### config.mk
export PLATFORM = sky130hd
export DESIGN_NAME = mmio_fanout_bridge
export DESIGN_NICKNAME = d
export VERILOG_FILES = /design/src/rtl/mmio_fanout_bridge.sv
export SDC_FILE = /design/constraint.sdc
export NUM_CORES = 1
export LEC_CHECK = 0
export CORE_AREA = 2 2 127 129
export DETAILED_ROUTE_END_ITERATION = 10
export DIE_AREA = 0 0 129 131
export PLACE_DENSITY = 0.9
export SLEW_MARGIN = 20
export SYNTH_ARGS = -nofsm -noshare
export SYNTH_HDL_FRONTEND = slang
export SYNTH_SLANG_ARGS = --single-unit
### constraint.sdc
create_clock -name clk_i -period 10.3 [get_ports clk_i]
set_input_delay 2.06 -clock clk_i [delete_from_list [all_inputs] [get_ports clk_i]]
set_output_delay 2.06 -clock clk_i [all_outputs]
set_load 0.005 [all_outputs]
### src/rtl/mmio_fanout_bridge.sv
// mmio_fanout_bridge: one request port fanned out to num_targets_p MMIO windows.
// Requests strobe the decoded target in the accept cycle; read data returns one
// cycle later and is queued, with write acks, into an in-order response buffer.
// Optional feature macro: MMIO_FANOUT_DECERR_EN (decode-error reporting).
module mmio_fanout_bridge #(
  parameter int data_width_p = 32,
  parameter int addr_width_p = 32,
  parameter int num_targets_p = 4,
  parameter int win_width_p = 12,
  parameter logic [addr_width_p-1:0] base_addr_p = '0,
  parameter int els_p = 3,
  localparam int mask_width_lp = data_width_p / 8
) (
  input  logic                                   clk_i,
  input  logic                                   reset_i,
  input  logic [data_width_p-1:0]                req_data_i,
  input  logic [addr_width_p-1:0]                req_addr_i,
  input  logic                                   req_v_i,
  input  logic                                   req_w_i,
  input  logic [mask_width_lp-1:0]               req_wmask_i,
  output logic                                   req_ready_and_o,
  output logic [data_width_p-1:0]                resp_data_o,
  output logic                                   resp_v_o,
  input  logic                                   resp_ready_and_i,
  output logic [win_width_p-1:0]                 tgt_addr_o,
  output logic [num_targets_p-1:0]               tgt_write_en_o,
  output logic [num_targets_p-1:0]               tgt_read_en_o,
  output logic [mask_width_lp-1:0]               tgt_wmask_o,
  output logic [data_width_p-1:0]                tgt_wdata_o,
  input  logic [num_targets_p*data_width_p-1:0]  tgt_rdata_i,
  output logic                                   err_o,
  output logic [addr_width_p-1:0]                err_addr_o
);

  localparam int HiW  = addr_width_p - win_width_p;
  localparam int SelW = (num_targets_p > 1) ? $clog2(num_targets_p) : 1;
  localparam int LgM  = $clog2(mask_width_lp);
  localparam int PtrW = $clog2(els_p);
  localparam int CntW = $clog2(els_p + 1);
  localparam logic [HiW-1:0] BaseHi = base_addr_p[addr_width_p-1:win_width_p];

  logic [HiW-1:0]          w_hi;
  logic [HiW-1:0]          w_idx;
  logic                    w_mapped;
  logic                    w_acc;
  logic                    w_deq;
  logic [LgM-1:0]          w_sh;
  logic [data_width_p-1:0] w_rdata_p0;
  logic [data_width_p-1:0] w_resp_p0;

  logic [CntW-1:0]         r_count;
  logic                    r_vld_p0;
  logic                    r_rd_p0;
  logic                    r_map_p0;
  logic [SelW-1:0]         r_sel_p0;
  logic [data_width_p-1:0] r_mem [els_p];
  logic [PtrW-1:0]         r_wptr;
  logic [PtrW-1:0]         r_rptr;

  // Byte-lane shift for narrow writes: size is implied by the strobe pattern.
  function automatic logic [LgM-1:0] lane_shift(input logic [mask_width_lp-1:0] m,
                                                input logic [LgM-1:0] off);
    logic [LgM-1:0] sh;
    sh = '0;
    if (m == mask_width_lp'(1))
      sh = off;
    else if (m == mask_width_lp'(3))
      sh = off & ~LgM'(1);
    else if ((data_width_p == 64) && (m == mask_width_lp'('hF)))
      sh = off & ~LgM'(3);
    return sh;
  endfunction

  // Lane-aligned byte mask; unrecognised strobe patterns become a full-word write.
  function automatic logic [mask_width_lp-1:0] lane_mask(input logic [mask_width_lp-1:0] m,
                                                         input logic [LgM-1:0] sh);
    logic [mask_width_lp-1:0] lm;
    lm = '1;
    if ((m == mask_width_lp'(1)) || (m == mask_width_lp'(3)) ||
        ((data_width_p == 64) && (m == mask_width_lp'('hF))))
      lm = m << sh;
    return lm;
  endfunction

  assign w_hi     = req_addr_i[addr_width_p-1:win_width_p];
  assign w_idx    = w_hi - BaseHi;
  assign w_mapped = (w_hi >= BaseHi) && ({1'b0, w_idx} < (HiW+1)'(num_targets_p));

  // Ready depends only on registered occupancy, never on resp_ready_and_i.
  assign req_ready_and_o = !reset_i && (r_count < CntW'(els_p));
  assign w_acc           = req_v_i && req_ready_and_o;
  // Occupancy counts the in-flight stage too, so the buffer is empty when only it remains.
  assign resp_v_o        = !reset_i && (r_count != {{(CntW-1){1'b0}}, r_vld_p0});
  assign w_deq           = resp_v_o && resp_ready_and_i;
  assign resp_data_o     = r_mem[r_rptr];
  assign tgt_addr_o      = req_addr_i[win_width_p-1:0];

  // Decode and lane steering for the request presented this cycle.
  always_comb begin
    tgt_write_en_o = '0;
    tgt_read_en_o  = '0;
    w_sh           = lane_shift(req_wmask_i, req_addr_i[LgM-1:0]);
    tgt_wmask_o    = lane_mask(req_wmask_i, w_sh);
    tgt_wdata_o    = req_data_i << {w_sh, 3'b000};
    for (int k = 0; k < num_targets_p; k++) begin
      if (w_acc && w_mapped && (w_idx == HiW'(k))) begin
        if (req_w_i) tgt_write_en_o[k] = 1'b1;
        else         tgt_read_en_o[k]  = 1'b1;
      end
    end
  end

  // Stage p0 -> buffer: select returning target data and form the response word.
  always_comb begin
    w_rdata_p0 = '0;
    for (int k = 0; k < num_targets_p; k++)
      if (r_sel_p0 == SelW'(k)) w_rdata_p0 = tgt_rdata_i[k*data_width_p +: data_width_p];
    if (!r_rd_p0)
      w_resp_p0 = '0;
    else if (r_map_p0)
      w_resp_p0 = w_rdata_p0;
    else
`ifdef MMIO_FANOUT_DECERR_EN
      w_resp_p0 = {(data_width_p/32){32'hDEADBEEF}};
`else
      w_resp_p0 = '0;
`endif
  end

  // Control state: stage valid, occupancy counter and buffer pointers.
  always_ff @(posedge clk_i) begin
    if (reset_i) begin
      r_vld_p0 <= 1'b0;
      r_count  <= '0;
      r_wptr   <= '0;
      r_rptr   <= '0;
    end else begin
      r_vld_p0 <= w_acc;
      if (w_acc && !w_deq)
        r_count <= r_count + 1'b1;
      else if (!w_acc && w_deq)
        r_count <= r_count - 1'b1;
      if (r_vld_p0)
        r_wptr <= (r_wptr == PtrW'(els_p-1)) ? '0 : r_wptr + 1'b1;
      if (w_deq)
        r_rptr <= (r_rptr == PtrW'(els_p-1)) ? '0 : r_rptr + 1'b1;
    end
  end

  // Datapath: accept -> p0 request attributes, p0 -> buffer entry.
  always_ff @(posedge clk_i) begin
    if (w_acc) begin
      r_rd_p0  <= !req_w_i;
      r_map_p0 <= w_mapped;
      r_sel_p0 <= w_idx[SelW-1:0];
    end
    if (r_vld_p0)
      r_mem[r_wptr] <= w_resp_p0;
  end

`ifdef MMIO_FANOUT_DECERR_EN
  logic                    r_err;
  logic [addr_width_p-1:0] r_err_addr;

  // Sticky decode error; only the first unmapped address is kept.
  always_ff @(posedge clk_i) begin
    if (reset_i) begin
      r_err      <= 1'b0;
      r_err_addr <= '0;
    end else if (w_acc && !w_mapped && !r_err) begin
      r_err      <= 1'b1;
      r_err_addr <= req_addr_i;
    end
  end

  assign err_o      = r_err && !reset_i;
  assign err_addr_o = reset_i ? '0 : r_err_addr;
`else
  assign err_o      = 1'b0;
  assign err_addr_o = '0;
`endif

endmodule

==> results of run 1 <==
cells in the final DEF (no fill, tap or decap), drive strengths merged:
cell type	Yosys	final
a21oi	25	25
a22oi	10	10
and3	43	43
and4bb	1	1
buf	56	6
bufinv	0	2
clkbuf	28	9
clkdlybuf4s50	0	270
clkinv	0	3
conb	1	33
dfxtp	9	9
edfxtp	100	100
ha	1	1
inv	6	7
mux2	8	8
mux2i	32	32
mux4	32	32
nand2	56	56
nand2b	3	3
nand3	3	3
nand4	1	1
nor2	10	10
nor2b	1	1
nor3	4	4
nor3b	2	2
nor4	9	9
o21ai	45	45
o22ai	16	16
or3	3	3
or3b	2	2
or4	2	2
xor2	3	3
state kept, by name (all words and copies together) (netlist names), named ones only:
signal / flops
r_map_p0: 1
r_wptr: 2
r_count: 2
r_rptr: 2
r_vld_p0: 1
r_rd_p0: 1
r_mem: 96
r_sel_p0: 2
metrics by stage:
step | util | power (W)
final | 0.586 | 0.00114
after global routing | 0.586 | 0.00119
after CTS | 0.586 | 0.00115
after detailed placement | 0.566 | 0.000796
after global placement | 0.566 | 0.000789
after floorplan | - | 0.000640
kinds of logic after synthesis:
family                     count (synthesis)  synth area share
and+or+nand+nor                          140             0.123
DFF                                      109             0.516
AOI/OAI and AO/OA                         96            0.0852
buffers and inverters                     90            0.0856
muxes                                     72             0.183
xor gates and xnor gates                   3           0.00426
adders and majority gates                  1           0.00203
other                                      1          0.000608
tightest hold or removal path, cell delays in order, from the launching register on:
cell	delay, ns
dfxtp_1	0.31
nand2_1	0.05
a21oi_1	0.07
layer usage:
layer	share of wire	routed length (um)	up-vias
li1	-	-	2343
met1	0.36	6390	2401
met5	0	0	-
met2	0.56	9850	226
met3	0.063	1100	26
met4	0.018	317	0
power groups by stage:
| stage | registers (W) | clock network (W) | logic, W |
|---|---|---|---|
| 6_report | 0.000525 | 0.000359 | 0.000260 |
| 5_1_grt | 0.000528 | 0.000380 | 0.000279 |
| 4_1_cts | 0.000526 | 0.000367 | 0.000261 |
| 3_5_place_dp | 0.000536 | 0 | 0.000260 |
| 3_3_place_gp | 0.000535 | 0 | 0.000254 |
| 2_1_floorplan | 0.000513 | 0 | 0.000127 |
final timing paths:
| path | to | cells after the start | slack (ns) |
|---|---|---|---|
| worst min register to register | flop | 2 | 0.48 |
| worst max register to register | r_mem[1][0]$_DFFE_PP_ | 3 | 7.75 |
| worst max-delay path | tgt_wdata_o[31] | 6 | 3.53 |
| worst min-delay path | flop | 2 | 0.48 |
layout make-up:
class,count,area (um^2)
clock buffer,9,225
tap,216,270
inverter,6,22.5
clock inverter,6,86.3
multi-input combinational,345,2600
sequential,109,3190
timing repair buffer,276,2750
fill,1245,6460
==> results.toml, run 1 <==
[cts]
cts_tree = "yes"
numCtsBuffers = 9
htree_levels = 3
worstSkewPairLatency_ns = 0.34
cts-root-buf = "clkbuf_16"
clockBufferDepth = 2
clk_pin_slew_ns = 0.06
post_cts_buffers = 0
cts_resized = 0
postCtsHoldBufs = 0
numClockSinks = 109

[power_and_ir_drop]
irDropWorstVdd_uv = 99.5
p_sw_w = 0.000261
switching_share = 0.228
seqPwrFrac = 0.459
pwr-share-comb = 0.227
power_density_mw_per_mm2 = 125
intPower_w = 0.000882
leakagePower_nw = 3.26
power_frac_clock = 0.314

[run]
cap_violations = 0

[timing]
fin_ws_ns = 3.53
finalHoldViolations = 0
setup_tns_ns = 0
fin_hold_ws_ns = 0.480
finalClockSkew_ns = 0.0118
rsz0062_at_grt = "no"
drv_slew = 0
tightest_slew_ns = 1.09
min_period_ns = 6.77
period_share = 0.658
finalSetupViolCount = 0
timing.fmax_mhz = 148
slew_headroom = 0.275

[synthesis]
yosys.area.top_type = "edfxtp_1"
synthTopCellsByCount = "edfxtp_1, nand2_1, buf_4"
syn-instance-count = 512
synth_ff_type = "edfxtp_1"
synthesis.area_mm2 = 0.00617
synth-edff-count = 100
synth.area.top_cells = "edfxtp_1, mux4_2, buf_4"
async_reset_ff_frac = 0
synth_top_area_frac = 0.487
yosysWarnings = 0
yosysMostFrequentCell = "edfxtp_1"
ys_seq_area_frac = 0.516
synth.avg_cell_area_um2 = 12.1
yosysUniqueCellTypes = 35
yosys_register_bits = 109

[detailed_routing]
wire_per_inst_um = 18.3
antenna_left = 0
wl_mm = 17.7
firstDrtPassIters = 5
vias = 4996
vias_per_cell = 5.17
drtIter0Drc = 274
drc = 0

[setup_path]
cpMostUsedCell = "clkdlybuf4s50_1"
cpPeakStageDelay_ns = 0.65
worstSetupPathType = "input pin to output port"
cp_cell_sequence = "clkdlybuf4s50_1, nor3b_1, nand2_1, o22ai_1, a21oi_1, clkdlybuf4s50_1"
cp_slowest_cell = "nand2_1"
rr_startpoint = "r_sel_p0[0]$_DFFE_PP_"
cp.arrival_ns = 4.71
startpoint_type = "input pin"
cp-end-kind = "output port"
cp-startpoint = "req_wmask_i[0]"
cp_num_buf_inv = 2
crit_fanout = 24
path_delay_family = "simple AND/OR/NAND/NOR gates"
critPathRequiredTime_ns = 8.24

[global_routing]
grt_pass1_wl_mm = 25.5
grt.busiest_layer = "met2"
grtUsageMet1 = 0.222
grtUsageMet2 = 0.376
grt_pass1_vias = 4867
grt_usage = 0.198
grt_max_degree = 65
grt_util_met3 = 0.0375
overflow = 0
grt_antenna_before_repair = 0

[place]
dp_hpwl_mm = 13.0
placed_cell_area_mm2 = 0.00882
io_buffer_count = 270
place_ws_ns = 3.60
routabilityCongestion = 0.895
place_inst = 952

[floorplanning]
die_h_um = 131
row_count = 46
io_pins = 324
dieArea_mm2 = 0.0169
start_util = 0.396
core_mm2 = 0.0156
die_w_um = 129

[cells_and_area]
final_cell_area_mm2 = 0.00914
fin_cells = 967
nets = 949
drive_above_1_share = 0.0945
num_antenna_cells = 0
area_growth_pct = 48.1

[outcome]
status = "completed"

[min_path]
hp-start = "r_rptr[0]$_SDFFE_PP0P_"
hold_class = "flop to flop"
(Power assumes the default switching activity.)
==> run 2, diff against run 1 <==
CORE_AREA = not set   (was 2 2 127 129)
CORE_UTILIZATION = 40   (was not set)
DIE_AREA = not set   (was 0 0 129 131)
clock period = 6.4 ns   (was 10.3 ns; I/O delays follow)
==> results.toml, run 2 (synthesis results as in run 1) <==
[outcome]
status = "completed"

[power_and_ir_drop]
power_density_mw_per_mm2 = 196
irDropWorstVdd_uv = 137
leakagePower_nw = 3.25
total_power_w = 0.00178

[setup_path]
cp.arrival_ns = 3.81
cp-end-kind = "output port"
path_delay_family = "buffers and inverters"
crit_fanout = 13
rrSetupSlack_ns = 3.87
cpMostUsedCell = "clkdlybuf4s50_1"
cp_num_buf_inv = 3
cpPeakStageDelay_ns = 0.55
cp_cell_sequence = "clkdlybuf4s50_1, or3b_1, nor2_1, buf_4, a22oi_1, o21ai_1, clkdlybuf4s50_1"
critPathRequiredTime_ns = 5.12
startpoint_type = "input pin"
cp_slowest_cell = "clkdlybuf4s50_1"
worstSetupPathType = "input pin to output port"

[detailed_routing]
vias_per_cell = 5.28
firstDrtPassIters = 5
wl_mm = 17.0
antenna_left = 0
vias = 4963
drtIter0Drc = 273
wire_per_inst_um = 18.0
drc = 0

[timing]
rsz0062_at_grt = "no"
min_period_ns = 5.09
drv_slew = 0
finalHoldViolations = 0
fin_ws_ns = 1.31
finalClockSkew_ns = 0.00616
setup_tns_ns = 0
slew_headroom = 0.291
tightest_slew_ns = 1.06
timing.fmax_mhz = 196
finalSetupViolCount = 0
period_share = 0.796

[cts]
clk_pin_slew_ns = 0.06
clockBufferDepth = 2
postCtsHoldBufs = 0
cts-root-buf = "clkbuf_16"
post_cts_buffers = 0
worstSkewPairLatency_ns = 0.34
numClockSinks = 109
htree_levels = 3
cts_resized = 0
numCtsBuffers = 9
cts_tree = "yes"

[floorplanning]
core_mm2 = 0.0151
die_w_um = 126
die_h_um = 126
dieArea_mm2 = 0.0159
io_pins = 324
start_util = 0.407
row_count = 45

[cells_and_area]
area_growth_pct = 47.2
nFillCells = 1192
top_register = "r_mem"
num_antenna_cells = 0
final_cell_area_mm2 = 0.00908
seqCellArea_mm2 = 0.00319
final_common_cell = "clkdlybuf4s50_1"
layout_common_cells = "clkdlybuf4s50_1, edfxtp_1, nand2_1, and3_1, o21ai_0"
drive_above_1_share = 0.0931
nets = 951
largest_reg_flops = 96
multi_input_area_mm2 = 0.00260

[run]
cap_violations = 0

[global_routing]
overflow = 0
grt_antenna_before_repair = 0
grt_usage = 0.212
grt_max_degree = 65
grt_pass1_wl_mm = 25.9
grt_pass1_vias = 4972

[place]
io_buffer_count = 270
routabilityCongestion = 0.798
placed_cell_area_mm2 = 0.00880
dp_hpwl_mm = 12.7
place_ws_ns = 1.34

[min_path]
hold_class = "flop to flop"
==> run 2: cell types whose count changed in the layout (fill, tap and decap cells not counted) <==
cell,before,now
bufinv_16,2,1
buf_4,6,8
nor2_1,8,9
clkinv_4,1,0
nor2_2,1,0
clkinv_1,1,2
==> run 2: layout make-up <==
class                      instances  share of cell area
clock inverter                     5             0.00565
sequential                       109               0.351
multi-input combinational        345               0.286
inverter                           6             0.00248
timing repair buffer             278               0.304
clock buffer                       9              0.0248
tap                              188              0.0259
==> run 2: report_power, final <==
group | internal [W] | total (W) | switching (W)
Combinational | 0.000278 | 0.000418 | 0.000140
Sequential | 0.000802 | 0.000845 | 0.0000430
Clock | 0.000297 | 0.000516 | 0.000219
Total | 0.00138 | 0.00178 | 0.000402
==> run 2: routing by layer <==
metal	global-route usage	wire length, um	up-vias
met2	0.404	9210	233
li1	-	-	2351
met4	0.0780	264	0
met5	0	0	-
met1	0.235	6340	2359
met3	0.0370	1160	20
==> run 2: worst register-to-register path: stages, from the launching register on <==
cell      delay (ns)
edfxtp_1        0.99
buf_4           0.48
mux4_2          0.59
and3_1          0.22
==> run 2: per-stage QoR <==
stage	hold WS [ns]	utilization	instances
detailed placement	0.465	0.581	926
finish	0.477	0.599	940
floorplan	0.454	-	544
CTS	0.476	0.599	940
global route	0.517	0.599	940
global placement	0.458	0.581	926
==> run 2: final timing paths <==
kind	cells after the start	start	endpoint
hold / removal	2	r_rptr[0]$_SDFFE_PP0P_	flop
setup reg to reg	3	r_sel_p0[0]$_DFFE_PP_	r_mem[2][1]$_DFFE_PP_
setup / recovery	7	req_wmask_i[0]	tgt_wdata_o[16]
hold reg to reg	2	r_rptr[0]$_SDFFE_PP0P_	flop
